`src/rtl/code_lock_pkg.sv`:
```
// Shared definitions for the keypad code lock controller.
// Holds the FSM encoding, the keypad nibble width and a width helper.
// No logic; imported by the interface and every RTL module of the lock.
package code_lock_pkg;

  // Keypad nibble width and width of the consecutive-failure counter.
  localparam int DIGIT_W = 4;
  localparam int FAIL_W  = 3;

  // FSM encoding.
  localparam logic [2:0] IDLE_ENC    = 3'd0;
  localparam logic [2:0] ENTRY_ENC   = 3'd1;
  localparam logic [2:0] CHECK_ENC   = 3'd2;
  localparam logic [2:0] OPEN_ENC    = 3'd3;
  localparam logic [2:0] LOCKOUT_ENC = 3'd4;

  typedef enum logic [2:0] {
    IDLE    = IDLE_ENC,
    ENTRY   = ENTRY_ENC,
    CHECK   = CHECK_ENC,
    OPEN    = OPEN_ENC,
    LOCKOUT = LOCKOUT_ENC
  } state_t;

  // Bits needed to hold 0..n-1, never less than one bit.
  function automatic int min1_clog2(input int n);
    if (n <= 1) return 1;
    return $clog2(n);
  endfunction

endpackage

```
`src/rtl/code_lock_ctrl_if.sv`:
```
// Keypad-side bundle of the code lock: digit strobe/clear in, status out.
// master = keypad/board side (drives digits), slave = code_lock_ctrl.
// ready tells the keypad side whether a strobe this cycle is taken or dropped.
interface code_lock_ctrl_if;
  import code_lock_pkg::*;

  logic [DIGIT_W-1:0] digit_in;
  logic               digit_valid;
  logic               clear;
  logic               ready;
  logic               unlocked;
  logic               locked_out;
  logic [FAIL_W-1:0]  fail_cnt;

  modport master (
    output digit_in, digit_valid, clear,
    input  ready, unlocked, locked_out, fail_cnt
  );

  modport slave (
    input  digit_in, digit_valid, clear,
    output ready, unlocked, locked_out, fail_cnt
  );

endinterface

```
`src/rtl/lock_timer.sv`:
```
// Loadable down-counter for the OPEN and LOCKOUT hold times.
// Ports: clk, rst_n, load/load_val (load wins over en), en (count down), zero.
// Latency: load takes effect next cycle; the count sticks at zero.
module lock_timer #(
  parameter int W = 4
) (
  input  logic         clk,
  input  logic         rst_n,
  input  logic         load,
  input  logic [W-1:0] load_val,
  input  logic         en,
  output logic         zero
);

  logic [W-1:0] count;

  always_ff @(posedge clk or negedge rst_n) begin
    if (!rst_n) begin
      count <= '0;
    end else if (load) begin
      count <= load_val;
    end else if (en && (count != '0)) begin
      count <= count - W'(1);
    end
  end

  assign zero = (count == '0);

endmodule

```
`src/rtl/code_lock_ctrl.sv`:
```
// Keypad code lock: takes DIGITS nibbles, checks each against the key through an
// external equality comparator, then opens or counts a failure (lockout after MAX_TRIES).
// Latency: last strobe at t -> unlocked/locked_out from t+2; strobes outside IDLE/ENTRY are dropped (ready=0).
// Ports: clk, rst_n, kp (keypad bundle, slave side), cmp_a/cmp_b to the comparator, cmp_eq back from it.
module code_lock_ctrl
  import code_lock_pkg::*;
#(
  parameter int                        DIGITS      = 4,
  parameter logic [DIGITS*DIGIT_W-1:0] KEY         = 16'h6309,
  parameter int                        MAX_TRIES   = 3,
  parameter int                        OPEN_CYCLES = 8,
  parameter int                        LOCK_CYCLES = 16
) (
  input  logic               clk,
  input  logic               rst_n,
  code_lock_ctrl_if.slave    kp,
  output logic [DIGIT_W-1:0] cmp_a,
  output logic [DIGIT_W-1:0] cmp_b,
  input  logic               cmp_eq
);

  localparam int IW   = min1_clog2(DIGITS);
  localparam int TMAX = (OPEN_CYCLES > LOCK_CYCLES) ? OPEN_CYCLES : LOCK_CYCLES;
  localparam int TW   = min1_clog2(TMAX);

  localparam logic [IW-1:0]      LAST_IDX  = IW'(DIGITS - 1);
  localparam logic [TW-1:0]      OPEN_LOAD = TW'(OPEN_CYCLES - 1);
  localparam logic [TW-1:0]      LOCK_LOAD = TW'(LOCK_CYCLES - 1);
  localparam logic [FAIL_W-1:0]  MAX_FAIL  = FAIL_W'(MAX_TRIES);
  localparam logic [DIGIT_W-1:0] KEY_FIRST = KEY[DIGIT_W-1:0];

  state_t              state, state_nxt;
  logic [IW-1:0]       idx, idx_nxt;
  logic                match, match_nxt, match_new;
  logic [DIGIT_W-1:0]  cmp_a_nxt, cmp_b_nxt, key_digit;
  logic [FAIL_W-1:0]   fail_cnt, fail_nxt, fail_inc;
  logic                tmr_load, tmr_en, tmr_zero;
  logic [TW-1:0]       tmr_val;

  // Key digit for the position about to be entered; first digit is the low nibble.
  assign key_digit = KEY[int'(idx)*DIGIT_W +: DIGIT_W];

  // Status is a pure decode of the state register.
  assign kp.ready      = (state == IDLE) || (state == ENTRY);
  assign kp.unlocked   = (state == OPEN);
  assign kp.locked_out = (state == LOCKOUT);
  assign kp.fail_cnt   = fail_cnt;

  lock_timer #(.W(TW)) u_timer (
    .clk      (clk),
    .rst_n    (rst_n),
    .load     (tmr_load),
    .load_val (tmr_val),
    .en       (tmr_en),
    .zero     (tmr_zero)
  );

  always_ff @(posedge clk or negedge rst_n) begin
    if (!rst_n) begin
      state    <= IDLE;
      idx      <= '0;
      match    <= 1'b1;
      cmp_a    <= '0;
      cmp_b    <= KEY_FIRST;
      fail_cnt <= '0;
    end else begin
      state    <= state_nxt;
      idx      <= idx_nxt;
      match    <= match_nxt;
      cmp_a    <= cmp_a_nxt;
      cmp_b    <= cmp_b_nxt;
      fail_cnt <= fail_nxt;
    end
  end

  always_comb begin
    state_nxt = state;
    idx_nxt   = idx;
    match_nxt = match;
    cmp_a_nxt = cmp_a;
    cmp_b_nxt = cmp_b;
    fail_nxt  = fail_cnt;
    tmr_load  = 1'b0;
    tmr_val   = '0;
    tmr_en    = (state == OPEN) || (state == LOCKOUT);
    // cmp_eq reflects the digit registered on the previous cycle.
    match_new = match & cmp_eq;
    fail_inc  = (fail_cnt >= MAX_FAIL) ? fail_cnt : fail_cnt + FAIL_W'(1);

    case (state)
      IDLE: begin
        // clear has nothing to abort here, so a strobe is always taken.
        if (kp.digit_valid) begin
          cmp_a_nxt = kp.digit_in;
          cmp_b_nxt = key_digit;
          state_nxt = CHECK;
        end
      end

      ENTRY: begin
        if (kp.clear) begin
          idx_nxt   = '0;
          match_nxt = 1'b1;
          state_nxt = IDLE;
        end else if (kp.digit_valid) begin
          cmp_a_nxt = kp.digit_in;
          cmp_b_nxt = key_digit;
          state_nxt = CHECK;
        end
      end

      CHECK: begin
        if (kp.clear) begin
          idx_nxt   = '0;
          match_nxt = 1'b1;
          state_nxt = IDLE;
        end else if (idx == LAST_IDX) begin
          // Verdict only after the full code; an early mismatch just clears match.
          idx_nxt   = '0;
          match_nxt = 1'b1;
          if (match_new) begin
            fail_nxt  = '0;
            tmr_load  = 1'b1;
            tmr_val   = OPEN_LOAD;
            state_nxt = OPEN;
          end else begin
            fail_nxt = fail_inc;
            if (fail_inc >= MAX_FAIL) begin
              tmr_load  = 1'b1;
              tmr_val   = LOCK_LOAD;
              state_nxt = LOCKOUT;
            end else begin
              state_nxt = IDLE;
            end
          end
        end else begin
          idx_nxt   = idx + IW'(1);
          match_nxt = match_new;
          state_nxt = ENTRY;
        end
      end

      OPEN: begin
        if (tmr_zero) begin
          idx_nxt   = '0;
          match_nxt = 1'b1;
          state_nxt = IDLE;
        end
      end

      LOCKOUT: begin
        if (tmr_zero) begin
          idx_nxt   = '0;
          match_nxt = 1'b1;
          fail_nxt  = '0;
          state_nxt = IDLE;
        end
      end

      default: begin
        idx_nxt   = '0;
        match_nxt = 1'b1;
        state_nxt = IDLE;
      end
    endcase
  end

endmodule

```
`src/flat_wrapper.sv`:
```
// flat-port wrapper written by rule: the top's interface ports become plain ports
module code_lock_ctrl_flat import code_lock_pkg::*;
#(
  parameter int                        DIGITS      = 4,
  parameter logic [DIGITS*DIGIT_W-1:0] KEY         = 16'h6309,
  parameter int                        MAX_TRIES   = 3,
  parameter int                        OPEN_CYCLES = 8,
  parameter int                        LOCK_CYCLES = 16
)
  (clk, rst_n, cmp_a, cmp_b, cmp_eq, kp_digit_in, kp_digit_valid, kp_clear, kp_ready, kp_unlocked, kp_locked_out, kp_fail_cnt);
  code_lock_ctrl_if kp_i ();
  input  logic clk;
  input  logic rst_n;
  output logic [DIGIT_W-1:0] cmp_a;
  output logic [DIGIT_W-1:0] cmp_b;
  input  logic cmp_eq;
  input wire logic [$bits(kp_i.digit_in)-1:0] kp_digit_in;
  input wire logic [$bits(kp_i.digit_valid)-1:0] kp_digit_valid;
  input wire logic [$bits(kp_i.clear)-1:0] kp_clear;
  output wire logic [$bits(kp_i.ready)-1:0] kp_ready;
  output wire logic [$bits(kp_i.unlocked)-1:0] kp_unlocked;
  output wire logic [$bits(kp_i.locked_out)-1:0] kp_locked_out;
  output wire logic [$bits(kp_i.fail_cnt)-1:0] kp_fail_cnt;
  assign kp_i.digit_in = kp_digit_in;
  assign kp_i.digit_valid = kp_digit_valid;
  assign kp_i.clear = kp_clear;
  assign kp_ready = kp_i.ready;
  assign kp_unlocked = kp_i.unlocked;
  assign kp_locked_out = kp_i.locked_out;
  assign kp_fail_cnt = kp_i.fail_cnt;
  code_lock_ctrl #(.DIGITS(DIGITS), .KEY(KEY), .MAX_TRIES(MAX_TRIES), .OPEN_CYCLES(OPEN_CYCLES), .LOCK_CYCLES(LOCK_CYCLES)) u_core (.clk(clk), .rst_n(rst_n), .kp(kp_i), .cmp_a(cmp_a), .cmp_b(cmp_b), .cmp_eq(cmp_eq));
endmodule
```
`config.mk`:
```
export PLATFORM = sky130hd
export DESIGN_NAME = code_lock_ctrl_flat
export DESIGN_NICKNAME = d
export VERILOG_FILES = /design/src/rtl/code_lock_pkg.sv /design/src/rtl/code_lock_ctrl_if.sv /design/src/rtl/lock_timer.sv /design/src/rtl/code_lock_ctrl.sv /design/src/flat_wrapper.sv
export SDC_FILE = /design/constraint.sdc
export NUM_CORES = 1
export LEC_CHECK = 0
export CORE_ASPECT_RATIO = 0.75
export CORE_MARGIN = 2
export CORE_UTILIZATION = 46
export CTS_CLUSTER_SIZE = 10
export DETAILED_ROUTE_END_ITERATION = 8
export GPL_TIMING_DRIVEN = 0
export PLACE_DENSITY = 0.79
export SLEW_MARGIN = 20
export SYNTH_ARGS = -nofsm -noshare
export SYNTH_HDL_FRONTEND = slang
export SYNTH_HIERARCHICAL = 1
export SYNTH_SLANG_ARGS = --single-unit
```
`constraint.sdc`:
```
create_clock -name clk -period 2.5 [get_ports clk]
set_input_delay 0.5 -clock clk [delete_from_list [all_inputs] [get_ports clk]]
set_output_delay 0.5 -clock clk [all_outputs]
set_load 0.01 [all_outputs]
```
==> results of run 1 <==
## where the power goes
| group | switching [mW] | total, mW | internal [mW] |
|---|---|---|---|
| combinational | 0.333 | 0.722 | 0.389 |
| sequential | 0.118 | 0.605 | 0.487 |
| clock | 0.103 | 0.165 | 0.0624 |
## metal layers
metal	share of wire [%]	track usage [%]	wire length [um]
met5	0	0	0
met4	1.5	7.609	38
met3	3.2	4.157	79
met2	49	27.95	1200
met1	46	21.85	1141
## state kept, by name (all words and copies together), names as in the netlist
register,cells
u_core/idx,2
u_core/kp.fail_cnt,3
u_core/state,3
u_core/cmp_b,4
u_core/match,1
u_core/u_timer/count,4
u_core/cmp_a,4
## through the flow
stage,cell area [um2],TNS [ns]
3_3_place_gp,1500,-0.03998
3_5_place_dp,1500,-0.1064
2_1_floorplan,1235,0
4_1_cts,1531,0
5_1_grt,1540,0
6_report,1540,0
## synthesized netlist by cell type (all sizes together) (2+ instances only)
cell and count:
nor3b 2, mux2 7, o22a 2, nand3 4
nor2 6, dfrtp 18, o22ai 2, nor3 3
ha 6, o21ai 6, buf 4, nand2 11
a221o 2, nand2b 3, o31a 2, inv 10
dfstp 3, a21oi 5, or2b 2, nor4b 3
## cells by family after synthesis
| logic type | share of synthesized area, % |
|---|---|
| fa+ha+maj | 6.079 |
| simple gates | 21.07 |
| compound gates | 17.93 |
| buf+inv | 5.674 |
| mux | 6.383 |
| flops | 42.86 |
## worst max-delay path, cell delays in order (launching register included)
cell	delay [ns]
dfrtp_1	0.50
ha_1	0.24
ha_1	0.33
a21oi_1	0.09
a211oi_2	0.28
a21oi_1	0.13
buf_6	0.15
or4_1	0.53
o211ai_2	0.09
## how the worst max path moves through the flow
stage	depth (start not counted)	endpoint	slack, ns	start
3_3_place_gp	8	u_core/u_timer/count[1]	-0.04	u_core/kp.fail_cnt[0]
6_report	8	u_core/u_timer/count[1]	0.08	u_core/kp.fail_cnt[1]
3_5_place_dp	8	u_core/u_timer/count[1]	-0.11	u_core/kp.fail_cnt[0]
4_1_cts	8	u_core/u_timer/count[1]	0.02	u_core/kp.fail_cnt[0]
5_1_grt	8	u_core/u_timer/count[1]	0.01	u_core/kp.fail_cnt[1]
2_1_floorplan	8	u_core/u_timer/count[1]	0.08	u_core/kp.fail_cnt[0]
## final cells by class
type	count	area, um2
Buffer	4	32.53
Multi-Input combinational cell	82	640.6
Tap cell	36	45.04
Sequential cell	21	530.5
Clock buffer	4	26.28
Timing Repair Buffer	23	227.7
Inverter	10	37.54
Fill cell	234	1042
## timing repair
| item | 4_1_cts | 5_1_grt |
|---|---|---|
| resized for setup | 1 | 1 |
| setup buffers | 0 | 1 |
| pin swaps | 0 | 1 |
| endpoints found under the setup margin | 1 | 1 |
==> results by group, run 1 <==
Run status
  – Status: finished, final reports clean

Floorplan
  – Die span in y: 48.87 um
  – Core Rows: 16
  – Core box area: 2582 um2
  – Initial Util: 47.82%
  – Ports: 23
  – Die area: 3119 um2
  – Chip width: 63.83 um

Setup path
  – CP max FO: 10
  – FF-to-FF End: u_core/u_timer/count[1]
  – Worst Setup Start Kind: flip-flop
  – Worst path arrival time: 2.66 ns
  – Worst Path Required: 2.74 ns
  – R2R Path Start: u_core/kp.fail_cnt[1]
  – Path depth of the worst reg2reg path: 8
  – CP endpoint kind: flip-flop
  – CP Class: flip-flop to flip-flop
  – Setup slack, reg-to-reg: 0.08 ns

Clock network
  – Number of H-tree levels: 1
  – TritonCTS Buffers: 3
  – Clock root cell: clkbuf_4
  – CTS Sinks: 21
  – CTS Hold Bufs: 0
  – Clock Tree Buf Depth: 2
  – Clk slew on worst S/H paths: 0.12 ns
  – Clk Latency, worst-skew pair: 0.31 ns
  – CTS tree: done

Yosys
  – Synth area leaders: dfrtp_1 (36%), dfstp_2 (6.4%), mux2_2 (6.4%)
  – Yosys top cell area share: 36.47%
  – Post-Synthesis Net Count: 132
  – Sequential area share after synthesis: 42.86%
  – Synth Flop Type: dfrtp_1
  – Synth Instances: 117
  – Mapped Area: 1235 um2
  – FFs w/ async S/R, synth: 100.0%
  – Count of different cell masters after synthesis: 41
  – Avg Cell Area, Syn: 10.55 um2
  – YS warnings: 6
  – Post-synth EDFFs: 0
  – Register bit total from synthesis: 21
  – Yosys top cell by area: dfrtp_1

Drt
  – Routed WL: 2.460 mm
  – Via density: 5.433
  – Drt first pass iters: 4
  – Final ANT Viol Nets: 0
  – Avg WL per Cell: 13.67 um
  – Initial drt markers: 39
  – Via count: 978
  – # DRC: 0

Layout
  – Synthesis-to-finish area growth: 24.72%
  – Layout cells sized above 1: 18.75%
  – Commonest non-fill, non-tap cell in the layout: clkdlybuf4s50_1
  – Commonest non-fill, non-tap cells in the layout: clkdlybuf4s50_1 (22), dfrtp_1 (17), nand2_1 (11)
  – Final cell count without fillers: 180
  – N_diodes: 0
  – Core Util, Final: 59.64%
  – Final nets: 160

Pwr
  – Maximum vdd drop: 0.4939 mV
  – Final Total Pwr: 1.492 mW
  – Pwr dens: 968.9 nW/um2
  – Pleak: 0.6421 nW

Hold path
  – HP Class: flip-flop to flip-flop
  – Hold EP: u_core/cmp_b[0]
  – Hold path start: u_core/cmp_b[0]
  – WHS Path Cells: 2

Place
  – Gpl congestion: 0.8288
  – Place WS: -0.1064 ns
  – Cell count after placement: 175
  – IO Port Bufs: 22
  – Final HPWL DP: 1.811 mm

STA
  – Fmax achieved: 0.4130 GHz
  – Clock Skew: 0.005148 ns
  – Max Slew Vio Count: 0
  – Hold WS: 0.4930 ns
  – Slew @ Worst Pin: 0.9331 ns
  – Setup slack after layout: 0.07856 ns
  – Min Tclk post-route: 2.421 ns
  – Final Hold Vio Count: 0
  – Unrepaired setup endpoints after global routing: no
  – Slew Limit Headroom: 37.60%
  – Final worst path period share: 96.86%
  – Final setup fails: 0

Global route
  – GRT Total Usage: 17.25%
  – Vias in the first global route: 940
  – Initial antenna violation count: 0
  – Largest net degree at the start of global routing: 22
  – Global-route wire length before repair: 4.215 mm
  – Grt total ovfl: 0

Flow run
  – MaxCap Viol Count: 0
Note: power is estimated with default switching activity, not from simulation.
==> inputs of run 2 (changes only) <==
--- a/config.mk
+++ b/config.mk
@@ -7,11 +7,12 @@
 export LEC_CHECK = 0
 export CORE_ASPECT_RATIO = 0.75
 export CORE_MARGIN = 2
-export CORE_UTILIZATION = 46
+export CORE_UTILIZATION = 48
+export CTS_BUF_LIST = sky130_fd_sc_hd__clkbuf_4 sky130_fd_sc_hd__clkbuf_8
 export CTS_CLUSTER_SIZE = 10
 export DETAILED_ROUTE_END_ITERATION = 8
 export GPL_TIMING_DRIVEN = 0
-export PLACE_DENSITY = 0.79
+export PLACE_DENSITY = 0.77
 export SLEW_MARGIN = 20
 export SYNTH_ARGS = -nofsm -noshare
 export SYNTH_HDL_FRONTEND = slang
==> results by group, run 2 (synthesis results as in run 1) <==
Run status
  – Status: finished, final reports clean

Setup path
  – Worst path top cell family by delay: buffers and inverters
  – FF-to-FF End: u_core/u_timer/count[1]
  – Worst Path Required: 2.00 ns (-0.74 ns)
  – CP Class: flip-flop to output port
  – Crit-path slowest cell: clkdlybuf4s50_1
  – CP bufs+invs: 3 (+2)
  – Critical-path cell list: buf_2 > or3b_4 > inv_1 > clkdlybuf4s50_1
  – R2R Path Start: u_core/kp.fail_cnt[0]
  – CP endpoint kind: output port
  – Path depth of the worst reg2reg path: 8 (unchanged)
  – CP peak stage delay: 0.52 ns (about the same)
  – CP max FO: 10 (unchanged)
  – Worst path arrival time: 1.84 ns (-0.82 ns)
  – Setup slack, reg-to-reg: 0.19 ns (+0.11 ns)
  – Worst Setup Start Kind: flip-flop

STA
  – Hold WS: 0.4875 ns (-0.005532 ns)
  – Final Hold Vio Count: 0 (unchanged)
  – Final setup fails: 0 (unchanged)
  – Slew Limit Headroom: 39.87% (+2.3 points)
  – Fmax achieved: 0.4265 GHz (+3.3%)
  – Unrepaired setup endpoints after global routing: no
  – Clock Skew: 0.0008805 ns (-0.004268 ns)
  – Slew @ Worst Pin: 0.8992 ns (-0.03394 ns)
  – Final worst path period share: 93.78% (-3.1 points)
  – Min Tclk post-route: 2.344 ns (-0.07702 ns)
  – Max Slew Vio Count: 0 (unchanged)

Hold path
  – Hold EP: u_core/cmp_b[0]
  – Hold path start: u_core/cmp_b[0]
  – HP Class: flip-flop to flip-flop
  – WHS Path Cells: 2 (unchanged)

Global route
  – GRT Total Usage: 19.53% (+2.3 points)
  – Global-route wire length before repair: 4.478 mm (+6.2%)
  – Initial antenna violation count: 0 (unchanged)
  – Largest net degree at the start of global routing: 22 (unchanged)
  – Vias in the first global route: 975 (+3.7%)
  – Grt total ovfl: 0 (unchanged)

Pwr
  – Pleak: 0.6666 nW (+3.8%)
  – Final Total Pwr: 1.511 mW (+1.3%)
  – Maximum vdd drop: 0.5460 mV (+11%)
  – Pwr dens: 960.8 nW/um2 (-0.84%)

Drt
  – Via density: 5.418 (-0.29%)
  – Drt first pass iters: 4 (unchanged)
  – Initial drt markers: 45 (+15%)
  – Routed WL: 2.527 mm (+2.7%)
  – Via count: 986 (+0.82%)
  – Final ANT Viol Nets: 0 (unchanged)
  – # DRC: 0 (unchanged)
  – Avg WL per Cell: 13.88 um (+1.6%)

Layout
  – Core Util, Final: 66.51% (+6.9 points)
  – Commonest non-fill, non-tap cells in the layout: clkdlybuf4s50_1 (22), dfrtp_1 (16), nand2_1 (11)
  – Final cell count without fillers: 182 (+1.1%)
  – Final nets: 164 (+2.5%)
  – Post-route cell area: 1573 um2 (+2.1%)
  – Layout cells sized above 1: 22.30% (+3.5 points)
  – Regs by FF count: u_core/cmp_a: 4 flops, u_core/cmp_b: 4 flops, u_core/u_timer/count: 4 flops
  – Synthesis-to-finish area growth: 27.36%
  – Commonest non-fill, non-tap cell in the layout: clkdlybuf4s50_1
  – N_diodes: 0 (unchanged)

Clock network
  – CTS tree: done
  – Clk Latency, worst-skew pair: 0.30 ns (about the same)
  – TritonCTS Buffers: 3 (unchanged)
  – Clk slew on worst S/H paths: 0.11 ns (about the same)
  – Clock Tree Buf Depth: 2 (unchanged)
  – Clock root cell: clkbuf_4
  – CTS Sinks: 21 (unchanged)
  – Number of H-tree levels: 1 (unchanged)

Place
  – IO Port Bufs: 22 (unchanged)
  – Gpl congestion: 0.8228 (-0.72%)
  – Final HPWL DP: 1.862 mm (+2.8%)
  – Cell count after placement: 173 (-1.1%)
  – Dpl cell area: 1498 um2 (-0.17%)

Floorplan
  – Die area: 2999 um2 (-3.9%)
  – Initial Util: 52.22% (+4.4 points)
  – Ports: 23 (unchanged)
  – Core box area: 2365 um2 (-8.4%)
  – Chip width: 62.57 um (-2.0%)
  – Core Rows: 15 (-1)
  – Die span in y: 47.93 um (-1.9%)

Flow run
  – MaxCap Viol Count: 0 (unchanged)
==> run 2: cell count changes in the layout (fill, tap and decap cells not counted), sizes merged <==
cell	change
buf	+4
==> run 2: area by class of cell <==
type                            instances  area, um2
Multi-Input combinational cell         82      640.6
Fill cell                             211      792.0
Tap cell                               34      42.54
Timing Repair Buffer                   27      257.7
Sequential cell                        21      531.8
Buffer                                  4      32.53
Inverter                               10      37.54
Clock buffer                            4      30.03
==> run 2: how the worst max path moves through the flow <==
stage	startpoint	to	slack [ns]	cells past startpoint
CTS	u_core/kp.fail_cnt[0]	u_core/u_timer/count[1]	0.04	8
global route	u_core/kp.fail_cnt[1]	u_core/u_timer/count[1]	0.03	8
floorplan	u_core/kp.fail_cnt[0]	u_core/u_timer/count[1]	0.08	8
finish	u_core/state[1]	kp_locked_out	0.16	4
global placement	u_core/kp.fail_cnt[0]	u_core/u_timer/count[1]	-0.03	8
detailed placement	u_core/kp.fail_cnt[0]	u_core/u_timer/count[1]	-0.07	8
==> run 2: per-stage QoR <==
stage | setup slack (ns) | setup TNS (ns)
4_1_cts | 0.04036 | 0
3_3_place_gp | -0.03449 | -0.03449
5_1_grt | 0.02831 | 0
6_report | 0.1556 | 0
3_5_place_dp | -0.06651 | -0.06651
2_1_floorplan | 0.07677 | 0
==> run 2: worst register-to-register path, cell delays in order, from the launching register on <==
cell,delay (ns)
dfrtp_2,0.44
ha_1,0.20
ha_1,0.33
a21oi_1,0.10
a211oi_2,0.27
a21oi_1,0.13
buf_6,0.15
or4_1,0.53
o211ai_2,0.08
==> run 2: what timing repair did <==
item | CTS | global route
resized for setup | 1 | 2
setup buffers | 0 | 5
hold endpoints to repair | 0 | 0
pin swaps | 0 | 1
endpoints found under the setup margin | 1 | 1
hold buffers | 0 | 0
==> run 2: per-layer routing <==
| layer | global-route usage, % | share of wire [%] | vias up |
|---|---|---|---|
| met1 | 24.53 | 48 | 482 |
| met4 | 4.889 | 0.59 | 0 |
| met5 | 0 | 0 | - |
| met2 | 35.48 | 49 | 13 |
| met3 | 4.706 | 3.1 | 2 |
| li1 | - | - | 489 |
==> run 2: power breakdown <==
group / internal (mW) / switching (mW) / total, mW
clock network: 0.0730 / 0.0975 / 0.171
registers: 0.488 / 0.110 / 0.598
logic: 0.400 / 0.343 / 0.743
